## config.mk

```make
export PLATFORM = sky130hd
export DESIGN_NAME = sha_1_msg_ctrl
export DESIGN_NICKNAME = d
export VERILOG_FILES = /design/src/rtl/sha_1_pkg.sv /design/src/rtl/sha_1_blk_buf.sv /design/src/rtl/sha_1_msg_ctrl.sv
export SDC_FILE = /design/constraint.sdc
export NUM_CORES = 1
export LEC_CHECK = 0
export ABC_AREA = 1
export CAP_MARGIN = 20
export CORE_UTILIZATION = 54
export DETAILED_ROUTE_END_ITERATION = 16
export HOLD_SLACK_MARGIN = 0.05
export MAX_ROUTING_LAYER = met4
export PLACE_DENSITY = 0.79
export RECOVER_POWER = 100
export SLEW_MARGIN = 30
export SYNTH_ARGS = -nofsm -noshare
export SYNTH_HDL_FRONTEND = slang
export SYNTH_SLANG_ARGS = --single-unit
```

## constraint.sdc

```tcl
create_clock -name clk -period 7.4 [get_ports clk]
set_input_delay 1.48 -clock clk [delete_from_list [all_inputs] [get_ports clk]]
set_output_delay 1.48 -clock clk [all_outputs]
set_load 0.03 [all_outputs]
```

## src/rtl/sha_1_pkg.sv

```systemverilog
// Shared constants, state encoding and helpers for the SHA-1 message
// front end (sha_1_msg_ctrl and its block buffer).
package sha_1_pkg;

  localparam int          SHA1_BLK_WORDS  = 16;
  localparam logic [3:0]  SHA1_LEN_IDX_HI = 4'd14;
  localparam logic [3:0]  SHA1_LEN_IDX_LO = 4'd15;
  localparam logic [31:0] SHA1_PAD_WORD   = 32'h8000_0000;

  typedef enum logic [1:0] {
    ST_FILL,
    ST_PAD,
    ST_SEND,
    ST_WAIT
  } state_t;

  // Keep the first nbytes bytes of the final message word (nbytes=0 means
  // all four), put the 0x80 marker right after them and zero the rest.
  function automatic logic [31:0] pad_last_word(input logic [31:0] data,
                                                input logic [1:0]  nbytes);
    case (nbytes)
      2'd1:    return {data[31:24], 8'h80, 16'h0000};
      2'd2:    return {data[31:16], 8'h80, 8'h00};
      2'd3:    return {data[31:8],  8'h80};
      default: return data;
    endcase
  endfunction

endpackage

```

## src/rtl/sha_1_blk_buf.sv

```systemverilog
// 16x32 staging buffer for one SHA-1 block: one write port, one
// combinational read port.
module sha_1_blk_buf
  import sha_1_pkg::*;
(
  input  logic        clk,
  input  logic        we,
  input  logic [3:0]  widx,
  input  logic [31:0] wdata,
  input  logic [3:0]  ridx,
  output logic [31:0] rdata
);

  logic [31:0] mem [SHA1_BLK_WORDS];

  // Word write; every slot is rewritten before the block is read out.
  // NOTE: no reset on the storage array: each word is written before it is
  // ever read, so a reset would add nothing but reset fan-out.
  // NOTE: registers are always updated with <= so every flop samples the
  // pre-edge value of its neighbours, independent of statement order.
  always_ff @(posedge clk) begin
    if (we) mem[widx] <= wdata;
  end

  assign rdata = mem[ridx];

endmodule

```

## src/rtl/sha_1_msg_ctrl.sv

```systemverilog
// SHA-1 message front end: stages a big-endian word stream into 16-word
// blocks, appends SHA-1 padding and the 64-bit bit length, feeds each block
// to sha_1_core as a 16-cycle burst and returns the final digest.
module sha_1_msg_ctrl
  import sha_1_pkg::*;
#(
  parameter int LEN_W = 32
) (
  input  logic         clk,
  input  logic         rst,
  input  logic [31:0]  s_data,
  input  logic         s_vld,
  input  logic         s_last,
  input  logic [1:0]   s_nbytes,
  output logic         s_rdy,
  output logic [31:0]  core_din,
  output logic         core_din_vld,
  output logic         core_use_pre_cv,
  output logic         core_sha_1_end,
  input  logic         core_busy,
  input  logic [159:0] core_dout,
  input  logic         core_dout_vld,
  output logic [159:0] digest,
  output logic         digest_vld
);

  state_t           state;
  logic [3:0]       widx;
  logic [3:0]       ridx;
  logic [LEN_W-1:0] byte_cnt;
  logic             first_blk;    // next block starts a new message
  logic             final_blk;    // block in flight carries the length
  logic             more_pad;     // another pad-only block follows this one
  logic             pad_pending;  // 0x80 marker word still owed
  logic             spill;        // marker landed at 14/15: no room for length
  logic             bursting;
  logic             seen_busy;

  logic             accept;
  logic             buf_we;
  logic [31:0]      buf_wdata;
  logic [31:0]      buf_rdata;
  logic [31:0]      pad_word;
  logic [2:0]       add_bytes;
  logic [LEN_W:0]   cnt_sum;
  logic [63:0]      bit_len;

  assign s_rdy  = (state == ST_FILL) && !rst;
  assign accept = s_vld && s_rdy;

  assign add_bytes = (s_last && s_nbytes != 2'd0) ? {1'b0, s_nbytes} : 3'd4;
  assign cnt_sum   = {1'b0, byte_cnt} + (LEN_W+1)'(add_bytes);
  assign bit_len   = 64'(byte_cnt) << 3;

  // Select what goes into the buffer this cycle: message words while
  // filling, marker / zero / length words while padding.
  // NOTE: every output of this block gets a default first, so no path
  // leaves a signal unassigned and no latch is inferred.
  always_comb begin
    buf_we    = 1'b0;
    buf_wdata = s_data;
    pad_word  = 32'h0;
    if (pad_pending)                  pad_word = SHA1_PAD_WORD;
    else if (spill)                   pad_word = 32'h0;
    else if (widx == SHA1_LEN_IDX_HI) pad_word = bit_len[63:32];
    else if (widx == SHA1_LEN_IDX_LO) pad_word = bit_len[31:0];
    case (state)
      ST_FILL: begin
        buf_we    = accept;
        buf_wdata = s_last ? pad_last_word(s_data, s_nbytes) : s_data;
      end
      ST_PAD: begin
        buf_we    = !rst;
        buf_wdata = pad_word;
      end
      default: ;
    endcase
  end

  sha_1_blk_buf u_buf (
    .clk   (clk),
    .we    (buf_we),
    .widx  (widx),
    .wdata (buf_wdata),
    .ridx  (ridx),
    .rdata (buf_rdata)
  );

  // Block sequencer: fill, pad, burst to the core, then wait for it.
  always_ff @(posedge clk) begin
    if (rst) begin
      state           <= ST_FILL;
      widx            <= 4'd0;
      ridx            <= 4'd0;
      byte_cnt        <= '0;
      first_blk       <= 1'b1;
      final_blk       <= 1'b0;
      more_pad        <= 1'b0;
      pad_pending     <= 1'b0;
      spill           <= 1'b0;
      bursting        <= 1'b0;
      seen_busy       <= 1'b0;
      core_din        <= 32'h0;
      core_din_vld    <= 1'b0;
      core_use_pre_cv <= 1'b0;
      core_sha_1_end  <= 1'b0;
      digest          <= 160'h0;
      digest_vld      <= 1'b0;
    end else begin
      core_din_vld    <= 1'b0;
      core_use_pre_cv <= 1'b0;
      core_sha_1_end  <= 1'b0;
      digest_vld      <= 1'b0;
      case (state)
        ST_FILL: begin
          if (accept) begin
            widx     <= widx + 4'd1;
            byte_cnt <= cnt_sum[LEN_W] ? '1 : cnt_sum[LEN_W-1:0];
            if (s_last) begin
              pad_pending <= (s_nbytes == 2'd0);
              if (widx == SHA1_LEN_IDX_LO) begin
                // Message filled the block: all padding goes in the next one.
                final_blk <= 1'b0;
                more_pad  <= 1'b1;
                state     <= ST_SEND;
              end else begin
                spill <= (widx == SHA1_LEN_IDX_HI) && (s_nbytes != 2'd0);
                state <= ST_PAD;
              end
            end else if (widx == SHA1_LEN_IDX_LO) begin
              final_blk <= 1'b0;
              more_pad  <= 1'b0;
              state     <= ST_SEND;
            end
          end
        end
        ST_PAD: begin
          widx        <= widx + 4'd1;
          pad_pending <= 1'b0;
          if (widx == SHA1_LEN_IDX_LO) begin
            final_blk <= !(pad_pending || spill);
            more_pad  <= pad_pending || spill;
            spill     <= 1'b0;
            state     <= ST_SEND;
          end else if (pad_pending && widx == SHA1_LEN_IDX_HI) begin
            spill <= 1'b1;
          end
        end
        ST_SEND: begin
          // Start only on an idle core; once started the burst runs to 16.
          if (bursting || !core_busy) begin
            core_din        <= buf_rdata;
            core_din_vld    <= 1'b1;
            core_use_pre_cv <= !first_blk;
            core_sha_1_end  <= final_blk;
            ridx            <= ridx + 4'd1;
            seen_busy       <= bursting && (seen_busy || core_busy);
            if (ridx == SHA1_LEN_IDX_LO) begin
              bursting <= 1'b0;
              state    <= ST_WAIT;
            end else begin
              bursting <= 1'b1;
            end
          end
        end
        ST_WAIT: begin
          if (final_blk) begin
            if (core_dout_vld) begin
              digest     <= core_dout;
              digest_vld <= 1'b1;
              byte_cnt   <= '0;
              first_blk  <= 1'b1;
              widx       <= 4'd0;
              state      <= ST_FILL;
            end
          end else if (core_busy) begin
            seen_busy <= 1'b1;
          end else if (seen_busy) begin
            first_blk <= 1'b0;
            widx      <= 4'd0;
            state     <= more_pad ? ST_PAD : ST_FILL;
          end
        end
        default: state <= ST_FILL;
      endcase
    end
  end

endmodule

```

Word level (Yosys, flattened, before mapping)
Memory sizes are Yosys's and may differ from the RTL's. A register that Yosys moved wholly into a read port is not among the register bits.
Index checks and enable logic that the tools add are counted.
{"block": "op_classes", "add_sub_neg": 3, "eq_ne": 26, "n_mux": 63, "n_bitwise": 4, "reduce_logical": 34}
{"cell": "32-bit two-way mux", "n": 8}
{"cell": "32-bit case mux with 2 select lines", "n": 2}
{"cell": "24-bit case mux with 3 select lines", "n": 1}
{"cell": "32-bit by 3-bit adder with 33-bit output", "n": 1}
{"cell": "1-bit two-way mux", "n": 27}
{"cell": "24-bit two-way mux", "n": 1}
{"cell": "2-bit inequality test, second input constant", "n": 11}
{"cell": "2-bit two-way mux", "n": 10}
{"cell": "4-bit two-way mux", "n": 5}
{"cell": "4-bit AND reduction", "n": 4}
{"cell": "4-bit == test, second input constant", "n": 3}
{"cell": "3-bit inequality test, second input constant", "n": 4}
{"cell": "1-bit case mux with 2 select lines", "n": 6}
{"cell": "4-bit case mux with 3 select lines", "n": 1}
{"cell": "5-bit AND reduction", "n": 2}
{"cell": "2-bit nonzero test", "n": 5}
{"cell": "4-bit by 1-bit adder with 4-bit output, second input constant", "n": 2}
{"cell": "2-bit == test, second input constant", "n": 4}
{"cell": "2-bit case mux with 4 select lines", "n": 1}
{"cell": "1-bit logical AND", "n": 6}
{"cell": "3-bit AND reduction", "n": 2}
{"cell": "6-bit AND reduction", "n": 1}
{"cell": "3-bit OR reduction", "n": 2}
{"cell": "2-bit by 1-bit == test with 1-bit output, second input constant", "n": 2}
{"cell": "9 further kinds", "n": 19}
{"block": "word_totals", "reg_bits": 213, "ram_bits": 512, "inputBits": 200, "out_inout_bits": 197, "word_cells": 147, "mem_count": 1}
{"name": "u_buf.mem", "depth": 16, "width": 32, "read_ports": 1, "rd_clocked_by_memory_dff": 1, "wr": 1, "line": "sha_1_blk_buf.sv:14", "rtl": "logic [31:0] mem [SHA1_BLK_WORDS];"}

Longest topological paths before layout
Gate-level depths: netlist of the first run.
{"block": "depth", "depth_word": 7, "mapped_depth": 13}

Hierarchy
From an unflattened synthesis of the first run, not the netlist that was laid out.
{"block": "unflattened", "hier_cells": 3204, "hier_area_um2": 31730.4}
{"mod": "sha_1_blk_buf", "instances": 1, "cells_each": 2088, "area_per_inst_um2": 22089.9, "seq_area_each_um2": 15374.7}
{"mod": "sha_1_msg_ctrl", "instances": 1, "cells_each": 1116, "area_per_inst_um2": 9640.5, "seq_area_each_um2": 4904.7}

Worst setup path before layout of the first run
Ideal clock, no wire load.
{"block": "synth_path", "path_type": "input to register", "startpoint": "input rst", "endpoint": "memory u_buf.mem[3][0] (enable)", "t_arrival_ps": 4289, "path_slack_ps": 2649, "cell_stages": 6, "cell_sequence": "inv_1 -> nand3_1 -> buf_4 -> o21ai_2 -> inv_1 -> nor3_1"}
{"block": "synth_between", "elab_chain_cells": 6}
{"item": "from (decl)", "line": "sha_1_msg_ctrl.sv:10", "rtl": "input logic rst,"}
{"item": "1-bit logical NOT (*)", "line": "sha_1_msg_ctrl.sv:48, sha_1_msg_ctrl.sv:73"}
{"item": "1-bit logical AND", "line": "sha_1_msg_ctrl.sv:48", "rtl": "assign s_rdy = (state == ST_FILL) && !rst;"}
{"item": "1-bit logical AND", "line": "sha_1_msg_ctrl.sv:49", "rtl": "assign accept = s_vld && s_rdy;"}
{"item": "1-bit case mux with 2 select lines (*)", "line": "sha_1_msg_ctrl.sv:67", "rtl": "case (state)"}
{"item": "1-bit two-way mux (*)", "line": "sha_1_blk_buf.sv:22", "rtl": "if (we) mem[widx] <= wdata;"}
{"item": "1-bit two-way mux (implied by the code) (*)", "line": "sha_1_blk_buf.sv:22"}
{"item": "to (decl)", "line": "sha_1_blk_buf.sv:14"}
Every way passes the cells marked *; elsewhere a longest branch is shown, timed or not.

Worst setup path after layout of the first run
{"block": "layout_path", "startpoint": "input rst", "endpoint": "memory u_buf.mem[2][16] (enable)"}
Same word-level chain as after synthesis.

==> impl_metrics.env, run 1 <==
export IMPL_hpwl_mm=56.0
export IMPL_wl_per_cell_um=24.0
export IMPL_port_buffers=396
export IMPL_dp_cells=3561
export IMPL_firstDrtPassIters=6
export IMPL_root_buffer="clkbuf_16"
export IMPL_tightestPinTransition_ns=3.57
export IMPL_synth_distinct_cells=40
export IMPL_p_sw_w=0.00305
export IMPL_grt_pass1_wl_mm=134
export IMPL_tns_ns=0
export IMPL_synth_xor_xnor_area_share_pct=0.179
export IMPL_die_w_um=235
export IMPL_fin_crit_sh_pct=78.3
export IMPL_ys_ff_latch=757
export IMPL_cts_repair_resized=0
export IMPL_synthFlopType="edfxtp_1"
export IMPL_reg2regPathDepth=7
export IMPL_grt_pass1_vias=22400
export IMPL_hold_buffers=0
export IMPL_cts_tree="built"
export IMPL_rsz0062_at_grt="false"
export IMPL_placed_area_mm2=0.0342
export IMPL_io_pins=397
export IMPL_clk_path_buf_depth=3
export IMPL_drt_wl_total_mm=89.0
export IMPL_final_common_cell="edfxtp_1"
export IMPL_drc=0
export IMPL_worst_skew_pair_late_latency_ns=0.64
export IMPL_ys_seq_area_share_pct=69.0
export IMPL_vias=22600
export IMPL_syn_nets=2785
export IMPL_grt_total_usage_pct=32.7
export IMPL_layout_common_cells="edfxtp_1, nand2_1, nor2_1"
export IMPL_violations="max-capacitance violations, max-slew violations"
export IMPL_start_util_pct=54.6
export IMPL_min_period_ns=5.79
export IMPL_finalSetupViolCount=0
export IMPL_grt_met1_usage_pct=41.8
export IMPL_hp_class="flop to flop"
export IMPL_synth_area_mm2=0.0294
export IMPL_p_comb_share_pct=17.2
export IMPL_drt_iter0_drc=2803
export IMPL_p_leak_nw=13.3
export IMPL_async_flop_share_pct=0
export IMPL_swShare_pct=28.8
export IMPL_criticalPathCategory="primary input to flop"
export IMPL_clock_skew_ns=0.0308
export IMPL_ir_drop_v=0.000176
export IMPL_synth_adder_area_share_pct=0.409
export IMPL_pwr_share_clk_pct=35.5
export IMPL_antenna_found_initial=5
export IMPL_power_frac_seq_pct=47.2
export IMPL_synth_avg_cell_area_um2=11.4
export IMPL_slew_limit_headroom_pct=-141
export IMPL_nNetsFinal=3153
export IMPL_htreeDepth=3
export IMPL_cp_end_kind="flop"
export IMPL_busiest_layer="met2"
export IMPL_core_mm2=0.0538
export IMPL_numCtsBuffers=76
export IMPL_crit_required_ns=7.56
export IMPL_grt_met2_usage_pct=51.6
export IMPL_internal_power_w=0.00753
export IMPL_hold_depth=1
export IMPL_muxShareOfSynthArea_pct=0
export IMPL_die_area_mm2=0.0553
export IMPL_via_per_inst=6.10
export IMPL_synth_edf_count=512
export IMPL_crit_fanout=47
export IMPL_synth_simple_area_share_pct=12.4
export IMPL_crit_arrival_ns=5.95
export IMPL_clock_sinks=757
export IMPL_final_layout_size_suffix_gt1_share_pct=5.29
export IMPL_final_max_slew_viol_count=375
export IMPL_ys_warn_count=0
export IMPL_synth_compound_area_share_pct=14.6
export IMPL_cts_setup_buffers=0
export IMPL_met3_usage_pct=5.70
export IMPL_grt_overflow=0
export IMPL_synth_top_family_by_area="compound AO/OA/AOI/OAI gates"
export IMPL_maxCapViolations=14
export IMPL_path_clk_slew_ns=0.06
export IMPL_grt_max_degree=211
export IMPL_gp_congestion=0.961
export IMPL_rows=85
export IMPL_powerDensity_mw_per_mm2=291
export IMPL_outcome="complete, but fails checks"
export IMPL_die_y_um=235
export IMPL_hold_viol=0
export IMPL_cp_start_kind="primary input"
export IMPL_syn_to_final_growth_pct=23.9
export IMPL_synth_cells=2576
export IMPL_stdcell_count=3705
export IMPL_post_route_util_pct=67.6
export IMPL_max_freq_ghz=0.173
export IMPL_final_antenna_net_count=0
export IMPL_stdcell_area_mm2=0.0364
## kinds of logic after synthesis
logic type | count (synthesis)
and+or+nand+nor | 894
DFF | 757
AOI/OAI and AO/OA | 674
buffers and inverters | 236
adders and majority gates | 9
xor gates and xnor gates | 6
## layer usage
metal	wire length (um)	vias up
li1	-	10000
met1	33800	10900
met2	42400	1454
met3	8850	239
met4	3870	0
met5	0	-
## final cells by class
type                       instances  area (um2)
antenna                            4        10.0
clock buffer                     106        2120
clock inverter                    33         310
fill                            3821       17400
inverter                          77         298
multi-input combinational       1583        8090
sequential                       757       20300
tap                              696         871
timing repair buffer             449        4410
## state kept, by name, summed over array words and instances (netlist names), 2 cells and up
signal	cells
u_buf.mem	512
digest	160
byte_cnt	32
core_din	32
ridx	4
widx	4
state	2
## power groups by stage
stage                     combinational [W]  clock [W]  sequential, W
after floorplan                     0.00105          0        0.00510
after global placement              0.00172          0        0.00508
after detailed placement            0.00182          0        0.00509
after CTS                           0.00184    0.00379        0.00500
after global routing                0.00197    0.00396        0.00501
final                               0.00182    0.00376        0.00500
## cell usage after synthesis (2+ instances only)
library cell / count / area, um2
xor2_1: 4 / 35.0
inv_1: 67 / 251
buf_2: 39 / 195
o211ai_1: 25 / 188
o31ai_1: 3 / 22.5
buf_1: 9 / 33.8
clkbuf_1: 93 / 349
or2_2: 2 / 12.5
nand4_1: 3 / 18.8
dfxtp_1: 245 / 4900
nand2_2: 3 / 18.8
nor2_4: 4 / 45.0
xnor2_1: 2 / 17.5
o21ai_0: 295 / 1480
o221ai_1: 40 / 350
nand3_2: 3 / 30.0
a21oi_1: 110 / 551
a22o_1: 167 / 1460
clkinv_2: 2 / 10.0
a21oi_2: 4 / 35.0
nand2_1: 368 / 1380
edfxtp_1: 512 / 15400
nor2_2: 2 / 12.5
inv_2: 6 / 22.5
ha_1: 8 / 100
nor3_1: 11 / 55.1
o22ai_1: 25 / 156
buf_4: 18 / 135
nor2_1: 348 / 1310
clkinv_1: 2 / 7.51
nand3_1: 147 / 736
## through the flow
stage,hold slack [ns],power (W),setup slack [ns]
4_1_cts,0.437,0.0106,3.02
2_1_floorplan,0.394,0.00615,2.65
3_3_place_gp,0.416,0.00681,2.71
3_5_place_dp,0.415,0.00691,2.58
6_report,0.429,0.0106,1.61
5_1_grt,0.438,0.0109,1.51
## worst max-delay path, cell delays in order
cell and delay [ns]:
buf_2 0.13, clkbuf_1 0.86, o21ai_0 0.93, nand2_1 0.34, nor2_4 0.16, clkbuf_1 1.97
## worst paths after layout
| path | from | to | slack, ns |
|---|---|---|---|
| worst min-delay path | first_blk$_SDFFE_PP1P_ | core_use_pre_cv$_SDFF_PP0_ | 0.43 |
| worst min register to register | first_blk$_SDFFE_PP1P_ | core_use_pre_cv$_SDFF_PP0_ | 0.43 |
| worst max register to register | state[0]$_SDFFE_PP0P_ | u_buf.mem[2][16]$_DFFE_PP_ | 2.55 |
| worst max-delay path | rst | u_buf.mem[2][16]$_DFFE_PP_ | 1.61 |
Power figures use the tool's default switching activity.
==> run 2, diff against run 1 <==
--- a/config.mk
+++ b/config.mk
@@ -7,11 +7,11 @@
 export LEC_CHECK = 0
 export ABC_AREA = 1
 export CAP_MARGIN = 20
-export CORE_UTILIZATION = 54
+export CORE_UTILIZATION = 50
 export DETAILED_ROUTE_END_ITERATION = 16
 export HOLD_SLACK_MARGIN = 0.05
 export MAX_ROUTING_LAYER = met4
-export PLACE_DENSITY = 0.79
+export PLACE_DENSITY = 0.77
 export RECOVER_POWER = 100
 export SLEW_MARGIN = 30
 export SYNTH_ARGS = -nofsm -noshare
==> constraint.sdc (replaced) <==
create_clock -name clk -period 5.2 [get_ports clk]
set_input_delay 1.04 -clock clk [delete_from_list [all_inputs] [get_ports clk]]
set_output_delay 1.04 -clock clk [all_outputs]
set_load 0.03 [all_outputs]
==> impl_metrics.env, run 2 (synthesized netlist as in run 1, its figures left out) <==
export IMPL_grt_overflow=0
export IMPL_port_buffers=396
export IMPL_p_sw_w=0.00440
export IMPL_nNetsFinal=3155
export IMPL_max_freq_ghz=0.244
export IMPL_io_pins=397
export IMPL_tns_ns=0
export IMPL_finalSetupViolCount=0
export IMPL_cts_setup_buffers=0
export IMPL_syn_to_final_growth_pct=24.6
export IMPL_nFillCells=4455
export IMPL_violations="max-capacitance violations, max-slew violations"
export IMPL_internal_power_w=0.0109
export IMPL_cp_cell_sequence="inv_1, nor2_1, inv_1, o21ai_0, inv_1, nor2_1, buf_4"
export IMPL_placed_area_mm2=0.0342
export IMPL_grt_total_usage_pct=30.8
export IMPL_cp_end_kind="flop"
export IMPL_die_w_um=244
export IMPL_hold_viol=0
export IMPL_final_common_cell="edfxtp_1"
export IMPL_path_clk_slew_ns=0.06
export IMPL_crit_path_top_delay_cell="nor2_1"
export IMPL_hp_class="flop to flop"
export IMPL_ir_drop_v=0.000265
export IMPL_grt_pass1_vias=22100
export IMPL_post_route_util_pct=63.2
export IMPL_worstHoldStart="first_blk$_SDFFE_PP1P_"
export IMPL_root_buffer="clkbuf_16"
export IMPL_r2r_slack_ns=1.10
export IMPL_total_power_w=0.0153
export IMPL_largest_reg_flops=512
export IMPL_p_comb_share_pct=16.9
export IMPL_numCtsBuffers=76
export IMPL_reg_top3="u_buf.mem (512), digest (160)"
export IMPL_power_frac_seq_pct=46.4
export IMPL_min_period_ns=4.10
export IMPL_r2r_start="state[0]$_SDFFE_PP0P_"
export IMPL_grt_pass1_wl_mm=135
export IMPL_drt_wl_total_mm=90.9
export IMPL_pwr_share_clk_pct=36.7
export IMPL_outcome="complete, but fails checks"
export IMPL_gp_congestion=0.969
export IMPL_criticalPathCategory="flop to flop"
export IMPL_clk_path_buf_depth=3
export IMPL_grt_max_degree=162
export IMPL_crit_required_ns=5.46
export IMPL_final_layout_size_suffix_gt1_share_pct=6.15
export IMPL_powerDensity_mw_per_mm2=419
export IMPL_clock_sinks=757
export IMPL_core_mm2=0.0579
export IMPL_final_max_slew_viol_count=164
export IMPL_fin_crit_sh_pct=78.8
export IMPL_firstDrtPassIters=5
export IMPL_worst_path_buf_inv=4
export IMPL_start_util_pct=50.7
export IMPL_hold_buffers=0
export IMPL_stdcell_area_mm2=0.0366
export IMPL_htreeDepth=3
export IMPL_holdWs_ns=0.447
export IMPL_p_leak_nw=13.4
export IMPL_rsz0062_at_grt="false"
export IMPL_tightestPinTransition_ns=1.96
export IMPL_r2r_end="u_buf.mem[15][3]$_DFFE_PP_"
export IMPL_critPathLaunch="state[0]$_SDFFE_PP0P_"
export IMPL_critPathTopFamily="simple AND/OR/NAND/NOR gates"
export IMPL_wl_per_cell_um=24.1
export IMPL_hpwl_mm=56.6
export IMPL_maxCapViolations=4
export IMPL_slew_limit_headroom_pct=-32.4
export IMPL_antenna_found_initial=4
export IMPL_drc=0
export IMPL_crit_fanout=15
export IMPL_die_y_um=244
export IMPL_crit_end="u_buf.mem[15][3]$_DFFE_PP_"
export IMPL_via_per_inst=5.95
export IMPL_clock_skew_ns=0.0589
export IMPL_cts_tree="built"
export IMPL_cp_start_kind="flop"
export IMPL_layout_common_cells="edfxtp_1, nand2_1, nor2_1"
export IMPL_reg2regPathDepth=7
export IMPL_vias=22500
export IMPL_cp_num_cells=7
export IMPL_top_register="u_buf.mem"
export IMPL_crit_arrival_ns=4.36
export IMPL_swShare_pct=28.7
export IMPL_die_area_mm2=0.0597
export IMPL_final_antenna_net_count=0
export IMPL_worst_skew_pair_late_latency_ns=0.64
export IMPL_cp_common_cell="inv_1"
export IMPL_cpPeakStageDelay_ns=0.98
export IMPL_rows=88
export IMPL_cts_repair_resized=0
export IMPL_drt_iter0_drc=2569
-- run 2: per-layer routing --
layer / up-vias / global-route usage [%] / share of wire, %
met3: 199 / 6.88 / 11
met5: - / - / 0
li1: 10000 / - / -
met1: 10900 / 38.0 / 37
met4: 0 / 13.1 / 4.0
met2: 1396 / 49.1 / 48
-- run 2: how the worst min path moves through the flow --
stage | end | slack (ns) | cells after the start
2_1_floorplan | core_use_pre_cv$_SDFF_PP0_ | 0.39 | 1
3_3_place_gp | core_use_pre_cv$_SDFF_PP0_ | 0.42 | 1
3_5_place_dp | core_use_pre_cv$_SDFF_PP0_ | 0.42 | 1
4_1_cts | core_use_pre_cv$_SDFF_PP0_ | 0.44 | 1
5_1_grt | core_use_pre_cv$_SDFF_PP0_ | 0.47 | 1
6_report | core_use_pre_cv$_SDFF_PP0_ | 0.45 | 1
-- run 2: per-stage QoR --
stage | std cells | setup slack (ns)
after global placement | 3632 | 1.26
after floorplan | 2576 | 0.889
after CTS | 3774 | 1.70
final | 3777 | 1.10
after global routing | 3777 | 0.898
after detailed placement | 3633 | 1.51
-- run 2: layout make-up --
cell class                 count  area (um2)  share of cell area [%]
multi-input combinational   1583        8130                    22.2
sequential                   757       20300                    55.4
clock buffer                 107        2180                    5.96
antenna                        3        7.51                  0.0205
timing repair buffer         451        4340                    11.9
clock inverter                34         394                    1.08
inverter                      77         299                   0.817
tap                          765         957                    2.62
-- run 2: power by group through the flow --
stage	clock network, W	registers [W]	logic, W
after CTS	0.00566	0.00711	0.00263
after global routing	0.00588	0.00714	0.00280
final	0.00562	0.00712	0.00259
after global placement	0	0.00723	0.00253
after floorplan	0	0.00725	0.00150
after detailed placement	0	0.00724	0.00261
-- run 2: worst register-to-register path, delay by kind of cell, from the launching register on --
family,cells,cell delay (ns)
buffers and inverters,4,1.22
DFF,1,0.57
and+or+nand+nor,2,1.31
AOI/OAI and AO/OA,1,0.65
==> RTL change, RTL diff (settings of run 2) <==
The parameter `LEN_W` goes from 32 to 64.
--- a/src/rtl/sha_1_msg_ctrl.sv
+++ b/src/rtl/sha_1_msg_ctrl.sv
@@ -4,7 +4,7 @@
 module sha_1_msg_ctrl
   import sha_1_pkg::*;
 #(
-  parameter int LEN_W = 32
+  parameter int LEN_W = 64
 ) (
   input  logic         clk,
   input  logic         rst,
Function: same outputs for any inputs over 4 cycles, from zero or initial values and one cycle with rst high; that may be too few to reach the edited logic, so the function may still have changed.
==> RTL change against run 2 <==
The run still ends with max-capacitance violations, max-slew violations left. Sequential cell count is 32 higher. Wire length is 17% higher. Power is 5.5% higher. Non-clock buffer count is 6 higher. Synthesized area is 9.9% higher. Setup slack worse by 120 ps. Final area is 8.3% higher. Sequential power is 3.1% higher. Critical path depth is 2 lower. Critical path type unchanged. Largest power group unchanged.
==> RTL change: results (changes against run 2) <==
* Run status: finished, violations left (unchanged)
* Violated checks: max-capacitance violations, max-slew violations (unchanged)
* FFs & Latches at 789 (was 757)
* Synthesis-to-finish area growth at 22.76% (was 24.57%)
* Hold WS at 429.1 ps (was 447.2 ps)
* Crit-path leading delay family: buffers and inverters (was simple AND/OR/NAND/NOR gates)
* Syn Area/Cell at 10.78 um2 (was 11.40 um2)
* Non-clock buffers at 457 (was 451)
* Synth Net Count at 3202 (was 2785)
* Cell count after synthesis at 2993 (was 2576)
* Maximum vdd drop at 0.0002657 V (was 0.0002646 V)
* Placed instance area at 37070 um2 (was 34220 um2)
* Inverter count at 125 (was 77)
* Slowest stage delay, CP at 1790 ps (was 980 ps)
* Clkbuf count at 109 (was 107)
* Crit path from: ridx[1] (was state[0])
* RR Endpoint: core_din[23] (was u_buf.mem[15][3])
* Post-DP HPWL at 66240 um (was 56610 um)
* Power Total at 16.18 mW (was 15.34 mW)
* Vias in the first global route at 23930 (was 22100)
* Worst path slowest cell: clkbuf_2 (was nor2_1)
* Antenna violations before repair at 10 (was 4)
* Share of cells above drive strength 1 at 0.07569 (was 0.06148)
* Max Cap Viol at 5 (was 4)
* CP max FO at 103 (was 15)
* RePlAce Congestion at 1.024 (was 0.9691)
* #MultiIn Comb at 1899 (was 1583)
* Buffer share of cell area at 0.1106 (was 0.1185)
* R2r setup slk at 990 ps (was 1100 ps)
* Pins Over Slew Limit at 234 (was 164)
* Post-Route WL at 106500 um (was 90910 um)
[RTL change: layer usage]
| layer | GRT usage | vias up | wire [um] |
|---|---|---|---|
| li1 | - | 11460 | - |
| met1 | 0.4509 | 12470 | 43310 |
| met2 | 0.4737 | 1606 | 47560 |
| met3 | 0.07209 | 225 | 12530 |
| met4 | 0.09381 | 0 | 3153 |
| met5 | - | - | 0 |
[RTL change: logic make-up after synthesis]
family          count (synthesis)  synth area share
xor+xnor                       22          0.005970
simple gates                 1032            0.1348
buf+inv                       305           0.04156
fa+ha+maj                       9          0.003722
compound gates                836            0.1658
flops                         789            0.6482
[RTL change: worst max path at each step]
stage | end | cells after the start | slack [ps]
global route | state[0] | 6 | 850
floorplan | u_buf.mem[3][0] | 6 | 830
detailed placement | byte_cnt[17] | 16 | 1090
finish | core_din[23] | 5 | 990
global placement | u_buf.mem[13][15] | 7 | 1010
CTS | byte_cnt[17] | 16 | 1750
